===== src/rtl/viterbi_pkg.sv =====
// Shared constants and state encoding for the Viterbi tagger sequencer.
package viterbi_pkg;

    localparam int WORD_NUM     = 16;
    localparam int WORD_NUM_BIT = 4;
    localparam int POS_NUM      = 11;
    localparam int POS_NUM_BIT  = 4;

    localparam logic [POS_NUM_BIT-1:0] LAST_POS = 4'(POS_NUM - 1);

    typedef enum logic [2:0] {
        IDLE    = 3'd0,
        INIT    = 3'd1,
        FWD     = 3'd2,
        FINAL   = 3'd3,
        TB_SEED = 3'd4,
        TB_RD   = 3'd5,
        TB_WR   = 3'd6,
        DONE    = 3'd7
    } viterbi_ctrl_state_t;

endpackage


===== src/rtl/viterbi_seq_ctrl_trellis_counter.sv =====
// Nested word/pos counter used to sweep the trellis during INIT and FWD.
module trellis_counter #(
    parameter int WORD_NUM_BIT = 4,
    parameter int POS_NUM_BIT  = 4,
    parameter logic [POS_NUM_BIT-1:0] POS_LAST = 4'd10
) (
    input  logic                    clk,
    input  logic                    reset,
    input  logic                    clear,
    input  logic                    en,
    input  logic [WORD_NUM_BIT-1:0] word_last,
    output logic [WORD_NUM_BIT-1:0] word,
    output logic [POS_NUM_BIT-1:0]  pos,
    output logic                    pos_wrap,
    output logic                    term
);

    logic [WORD_NUM_BIT-1:0] word_r;
    logic [POS_NUM_BIT-1:0]  pos_r;

    // pos runs 0..POS_LAST, then wraps and carries into word
    always_ff @(posedge clk) begin
        if (!reset) begin
            word_r <= {WORD_NUM_BIT{1'b0}};
            pos_r  <= {POS_NUM_BIT{1'b0}};
        end else if (clear) begin
            word_r <= {WORD_NUM_BIT{1'b0}};
            pos_r  <= {POS_NUM_BIT{1'b0}};
        end else if (en) begin
            if (pos_r == POS_LAST) begin
                pos_r  <= {POS_NUM_BIT{1'b0}};
                word_r <= word_r + WORD_NUM_BIT'(1);
            end else begin
                pos_r  <= pos_r + POS_NUM_BIT'(1);
            end
        end
    end

    assign word     = word_r;
    assign pos      = pos_r;
    assign pos_wrap = (pos_r == POS_LAST);
    assign term     = (pos_r == POS_LAST) && (word_r == word_last);

endmodule


===== src/rtl/viterbi_seq_ctrl.sv =====
// Trellis sequencer: forward pass over word/POS columns, then backpointer traceback.
module viterbi_seq_ctrl #(
    parameter int WORD_NUM     = viterbi_pkg::WORD_NUM,
    parameter int WORD_NUM_BIT = viterbi_pkg::WORD_NUM_BIT,
    parameter int POS_NUM      = viterbi_pkg::POS_NUM,
    parameter int POS_NUM_BIT  = viterbi_pkg::POS_NUM_BIT
) (
    input  logic                    clk,
    input  logic                    reset,
    input  logic                    start,
    input  logic [WORD_NUM_BIT:0]   num_words,
    input  logic                    abort,
    input  logic [POS_NUM_BIT-1:0]  max_index,
    input  logic [POS_NUM_BIT-1:0]  last_pos,
    input  logic [POS_NUM_BIT-1:0]  bp_rdata,
    output logic                    busy,
    output logic                    done,
    output logic [WORD_NUM_BIT-1:0] word_idx,
    output logic [POS_NUM_BIT-1:0]  pos_idx,
    output logic                    init_we,
    output logic                    max_en,
    output logic                    prob_we,
    output logic                    bp_we,
    output logic                    rw_last,
    output logic                    bp_re,
    output logic                    path_we,
    output logic [WORD_NUM_BIT-1:0] path_addr,
    output logic [POS_NUM_BIT-1:0]  path_tag
);

    import viterbi_pkg::*;

    localparam logic [POS_NUM_BIT-1:0]  POS_LAST  = POS_NUM_BIT'(POS_NUM - 1);
    localparam logic [WORD_NUM_BIT:0]   LEN_MAX   = (WORD_NUM_BIT+1)'(WORD_NUM);
    localparam logic [WORD_NUM_BIT:0]   LEN_ZERO  = (WORD_NUM_BIT+1)'(0);
    localparam logic [WORD_NUM_BIT:0]   LEN_ONE   = (WORD_NUM_BIT+1)'(1);
    localparam logic [WORD_NUM_BIT-1:0] WORD_ONE  = WORD_NUM_BIT'(1);
    localparam logic [WORD_NUM_BIT-1:0] WORD_ZERO = WORD_NUM_BIT'(0);
    localparam logic [POS_NUM_BIT-1:0]  POS_ZERO  = POS_NUM_BIT'(0);

    viterbi_ctrl_state_t     state_r, state_s;
    logic [WORD_NUM_BIT:0]   n_r;
    logic [WORD_NUM_BIT-1:0] w_r;
    logic [POS_NUM_BIT-1:0]  cur_tag_r;
    logic [WORD_NUM_BIT-1:0] last_word_s;
    logic                    accept_s;
    logic                    cnt_clear_s, cnt_en_s, cnt_pos_wrap_s, cnt_term_s;
    logic [WORD_NUM_BIT-1:0] cnt_word_s;
    logic [POS_NUM_BIT-1:0]  cnt_pos_s;

    assign accept_s    = (state_r == IDLE) && start && (num_words != LEN_ZERO) && !abort;
    assign last_word_s = WORD_NUM_BIT'(n_r - LEN_ONE);
    assign cnt_clear_s = (state_r == IDLE);
    assign cnt_en_s    = (state_r == INIT) || (state_r == FWD);

    trellis_counter #(
        .WORD_NUM_BIT(WORD_NUM_BIT),
        .POS_NUM_BIT (POS_NUM_BIT),
        .POS_LAST    (POS_LAST)
    ) u_cnt (
        .clk      (clk),
        .reset    (reset),
        .clear    (cnt_clear_s),
        .en       (cnt_en_s),
        .word_last(last_word_s),
        .word     (cnt_word_s),
        .pos      (cnt_pos_s),
        .pos_wrap (cnt_pos_wrap_s),
        .term     (cnt_term_s)
    );

    // Next-state logic; abort overrides every transition
    always_comb begin
        state_s = state_r;
        case (state_r)
            IDLE:    state_s = accept_s ? INIT : IDLE;
            INIT:    state_s = cnt_pos_wrap_s ? ((n_r > LEN_ONE) ? FWD : FINAL) : INIT;
            FWD:     state_s = cnt_term_s ? FINAL : FWD;
            FINAL:   state_s = TB_SEED;
            TB_SEED: state_s = (n_r == LEN_ONE) ? DONE : TB_RD;
            TB_RD:   state_s = TB_WR;
            TB_WR:   state_s = (w_r == WORD_ONE) ? DONE : TB_RD;
            DONE:    state_s = IDLE;
            default: state_s = IDLE;
        endcase
        if (abort) begin
            state_s = IDLE;
        end else begin
            state_s = state_s;
        end
    end

    // State, sentence length and traceback cursor registers
    always_ff @(posedge clk) begin
        if (!reset) begin
            state_r   <= IDLE;
            n_r       <= LEN_ZERO;
            w_r       <= WORD_ZERO;
            cur_tag_r <= POS_ZERO;
        end else begin
            state_r <= state_s;
            if (accept_s) begin
                n_r <= (num_words > LEN_MAX) ? LEN_MAX : num_words;
            end
            case (state_r)
                TB_SEED: begin
                    cur_tag_r <= last_pos;
                    w_r       <= last_word_s;
                end
                TB_WR: begin
                    cur_tag_r <= bp_rdata;
                    w_r       <= w_r - WORD_ONE;
                end
                default: ;
            endcase
        end
    end

    // Outputs decode the current state; path_tag forwards bp_rdata in TB_WR
    always_comb begin
        busy      = 1'b0;
        done      = 1'b0;
        word_idx  = WORD_ZERO;
        pos_idx   = POS_ZERO;
        init_we   = 1'b0;
        max_en    = 1'b0;
        prob_we   = 1'b0;
        bp_we     = 1'b0;
        rw_last   = 1'b0;
        bp_re     = 1'b0;
        path_we   = 1'b0;
        path_addr = WORD_ZERO;
        path_tag  = POS_ZERO;
        case (state_r)
            INIT: begin
                busy     = 1'b1;
                word_idx = cnt_word_s;
                pos_idx  = cnt_pos_s;
                init_we  = 1'b1;
            end
            FWD: begin
                busy     = 1'b1;
                word_idx = cnt_word_s;
                pos_idx  = cnt_pos_s;
                max_en   = 1'b1;
                prob_we  = 1'b1;
                bp_we    = 1'b1;
            end
            FINAL: begin
                busy     = 1'b1;
                word_idx = last_word_s;
                max_en   = 1'b1;
                rw_last  = 1'b1;
            end
            TB_SEED: begin
                busy      = 1'b1;
                path_we   = 1'b1;
                path_addr = last_word_s;
                path_tag  = last_pos;
            end
            TB_RD: begin
                busy     = 1'b1;
                bp_re    = 1'b1;
                word_idx = w_r;
                pos_idx  = cur_tag_r;
            end
            TB_WR: begin
                busy      = 1'b1;
                path_we   = 1'b1;
                path_addr = w_r - WORD_ONE;
                path_tag  = bp_rdata;
            end
            DONE:    done = 1'b1;
            default: ;
        endcase
    end

endmodule


===== config.mk =====
export PLATFORM = sky130hd
export DESIGN_NAME = viterbi_seq_ctrl
export DESIGN_NICKNAME = d
export VERILOG_FILES = /design/src/rtl/viterbi_pkg.sv /design/src/rtl/viterbi_seq_ctrl_trellis_counter.sv /design/src/rtl/viterbi_seq_ctrl.sv
export SDC_FILE = /design/constraint.sdc
export NUM_CORES = 1
export LEC_CHECK = 0
export ABC_AREA = 0
export CAP_MARGIN = 10
export CORE_MARGIN = 2
export CORE_UTILIZATION = 40
export CTS_CLUSTER_DIAMETER = 150
export CTS_CLUSTER_SIZE = 25
export DETAILED_ROUTE_END_ITERATION = 16
export PLACE_DENSITY = 0.69
export SYNTH_ARGS = -nofsm -noshare
export SYNTH_HDL_FRONTEND = slang
export SYNTH_SLANG_ARGS = --single-unit
export TNS_END_PERCENT = 5

===== constraint.sdc =====
create_clock -name clk -period 1.8 [get_ports clk]
set_input_delay 0.18 -clock clk [delete_from_list [all_inputs] [get_ports clk]]
set_output_delay 0.18 -clock clk [all_outputs]
set_load 0.01 [all_outputs]

==> impl_metrics.ini <==
[grt]
track_usage = 0.223
grt_pass1_vias = 1640
grt_pass1_wl_mm = 7.57
grt_max_degree = 14
antenna_found_initial = 0
grt_overflow = 0

[critical_path]
crit_top_cell = buf_4
critPathMaxFanout = 2
crit_type = reg2out
slowest_delay_ns = 0.33
cp_num_buf_inv = 3
r2r_slack_ns = 0.20
worst_path_max_delay_cell = dfxtp_2
rr_worst_depth = 5
worstPathRequired_ns = 1.62
path_cells = buf_4, nor3_4, xnor2_2, buf_4, a2bb2oi_1, o21ai_1, dlygate4sd2_1
crit_arrival_ns = 1.79
rr_startpoint = state_r[0]
cp-end-kind = output pin
critPathTopFamily = buffers and inverters
r2r_end = n_r[1]
critPathLaunchType = register

[power]
p_leak_nw = 1.21
total_power_mw = 1.09
ir_drop_mv = 0.584
powerDensity_nw_per_um2 = 444

[status]
status = finished with violations
failed_checks = setup timing

[routing]
route.detailed.drc = 0
dr.pass1.iters = 6
via_per_inst = 5.28
postRouteAntennaNets = 0
dr_total_vias = 1688
wl_per_cell_um = 14.6
routed_wl_mm = 4.68
drt_first_iter_violations = 49

[final_layout]
fillers = 343
drive_gt1_frac = 0.298
antenna_cells = 0
area_growth_pct = 55.3
fin_nets = 299

[die]
fp.dieW_um = 66.9
dieHeight_um = 66.9
dieArea_um2 = 4480
boundaryPins = 46
initial_utilization = 0.423
fp-row-count = 22
coreArea_um2 = 3740

[synth]
async_reset_ff_frac = 0
ys_warn_count = 0
syn-num-nets = 221
synth-edff-count = 0
syn_avg_cell_area_um2 = 8.12
ys_seq_elements = 24
netlist_area_um2 = 1580
netlist_instances = 195
yosys_most_used_dff = dfxtp_1
synth-seq-area-share = 0.303
ys_types = 49

[min_path]
hold_path_end = state_r[2]
holdPathStages = 2
hold_path.class = in2reg
min_from = abort

[placement]
port_buffers = 41
dp_hpwl_mm = 3.52
gp_congestion = 0.860

[sta]
slew_headroom = 0.786
hold_viol_final = 0
max_clock_freq_mhz = 507
tightestPinTransition_ns = 0.313
finalSetupViolations = 2
fin_ws_ns = -0.174
rsz0062_at_grt = yes
drv_slew = 0
period_share = 1.10
hold_ws_ns = 0.460
clock_skew_ns = 0.00247
post-route-min-period_ns = 1.97

[cts]
cts-htree-levels = 1
clock_path_buffers = 2
clkTransAtPathRegs_ns = 0.09
hold_buffers = 0
cts_root_buf = clkbuf_8
clock_sinks = 24
cts_tree = yes
cts_buffers = 3
clkLatencyLatePin_ns = 0.27

[job]
maxCapViolations = 0
==> cell type report <==
class	count	area, µm²	area share
inverters	10	37.5	0.0153
repair buffers	86	747	0.304
multi-input cells	148	1060	0.432
flip-flops and latches	24	497	0.202
clock buffers	4	55.1	0.0224
well taps	48	60.1	0.0244
==> flip-flops by register name, summed over array words and instances (netlist names) <==
signal	cells
n_r	5
cur_tag_r	4
u_cnt.pos	4
u_cnt.word	4
w_r	4
state_r	3
==> layout by cell type, fill, tap and decap left out, drive strengths merged, types with 4 or more instances in the layout <==
master | Yosys | final
a211oi | 4 | 4
xnor2 | 6 | 6
nor2 | 28 | 28
nand2 | 16 | 16
mux2i | 5 | 5
clkbuf | 4 | 10
a21oi | 12 | 12
inv | 10 | 10
or3b | 4 | 4
dlymetal6s2s | 0 | 10
nor3 | 7 | 7
dfxtp | 24 | 24
clkdlybuf4s50 | 0 | 17
o21ai | 8 | 8
dlygate4sd2 | 0 | 5
xor2 | 8 | 8
buf | 9 | 45
ha | 5 | 5
==> per-layer routing <==
layer | vias up | track usage | wire [µm]
met1 | 809 | 0.296 | 2170
met4 | 0 | 0.0638 | 65
met5 | - | 0 | 0
met2 | 30 | 0.373 | 2260
met3 | 6 | 0.0321 | 185
li1 | 843 | - | -
==> how the worst max path moves through the flow <==
stage / from / endpoint / cells after the start
after floorplan: n_r[0] / state_r[0] / 6
after global placement: n_r[0] / path_addr[3] / 5
after detailed placement: n_r[0] / word_idx[3] / 6
after CTS: state_r[0] / pos_idx[3] / 4
after global routing: n_r[0] / word_idx[3] / 7
final: n_r[0] / word_idx[3] / 7
==> through the flow <==
step	worst slack, ns	instance area (µm²)	cells	setup TNS (ns)	util
after floorplan	0.245	1580	195	0	-
after global placement	-0.130	2280	311	-1.28	0.609
after detailed placement	-0.179	2280	311	-1.55	0.609
after CTS	-0.199	2410	318	-1.25	0.645
after global routing	-0.241	2460	320	-0.403	0.657
final	-0.174	2460	320	-0.192	0.657
==> logic make-up after synthesis <==
group | share of synthesized area
AO/OA/AOI/OAI | 0.199
XOR/XNOR | 0.0822
adder cells (fa/ha/maj) | 0.0395
buffers and inverters | 0.0711
flip-flops | 0.303
multiplexers | 0.0316
AND/OR/NAND/NOR | 0.273
==> power breakdown <==
| part | internal [mW] | leakage [nW] | total [mW] | switching [mW] |
|---|---|---|---|---|
| sequential | 0.532 | 0.198 | 0.539 | 0.00666 |
| combinational | 0.0986 | 0.985 | 0.167 | 0.0685 |
| clock | 0.196 | 0.0288 | 0.386 | 0.190 |
==> synth_stat cells, types with 2 or more instances <==
cell type  instances  area (µm²)
nor2b_1            2        12.5
mux2i_1            5        50.1
a2bb2oi_1          3        26.3
o21ai_0            8        40.0
nand3_1            3        15.0
nand4_1            2        12.5
buf_4              4        30.0
and2_1             3        18.8
and3_1             3        18.8
or3b_1             4        35.0
nand2b_1           2        12.5
nand2_1           15        56.3
ha_1               5        62.6
nand4b_1           2        17.5
clkbuf_1           4        15.0
a21oi_1           12        60.1
a22o_1             3        26.3
xnor2_1            6        52.6
inv_1             10        37.5
nor3_1             6        30.0
nor3b_1            2        15.0
dfxtp_1           24         480
xor2_1             7        61.3
nor2_1            28         105
a311oi_1           2        17.5
a211oi_1           4        30.0
buf_2              3        15.0
a22oi_1            2        15.0
==> timing repair <==
item | in CTS | in global routing
setup buffers | 3 | 2
pin swaps | 2 | 2
setup endpoints to repair | 24 | 20
gates cloned | 0 | 0
resized for setup | 40 | 28
No activity file was read; power rests on OpenSTA's default activity.
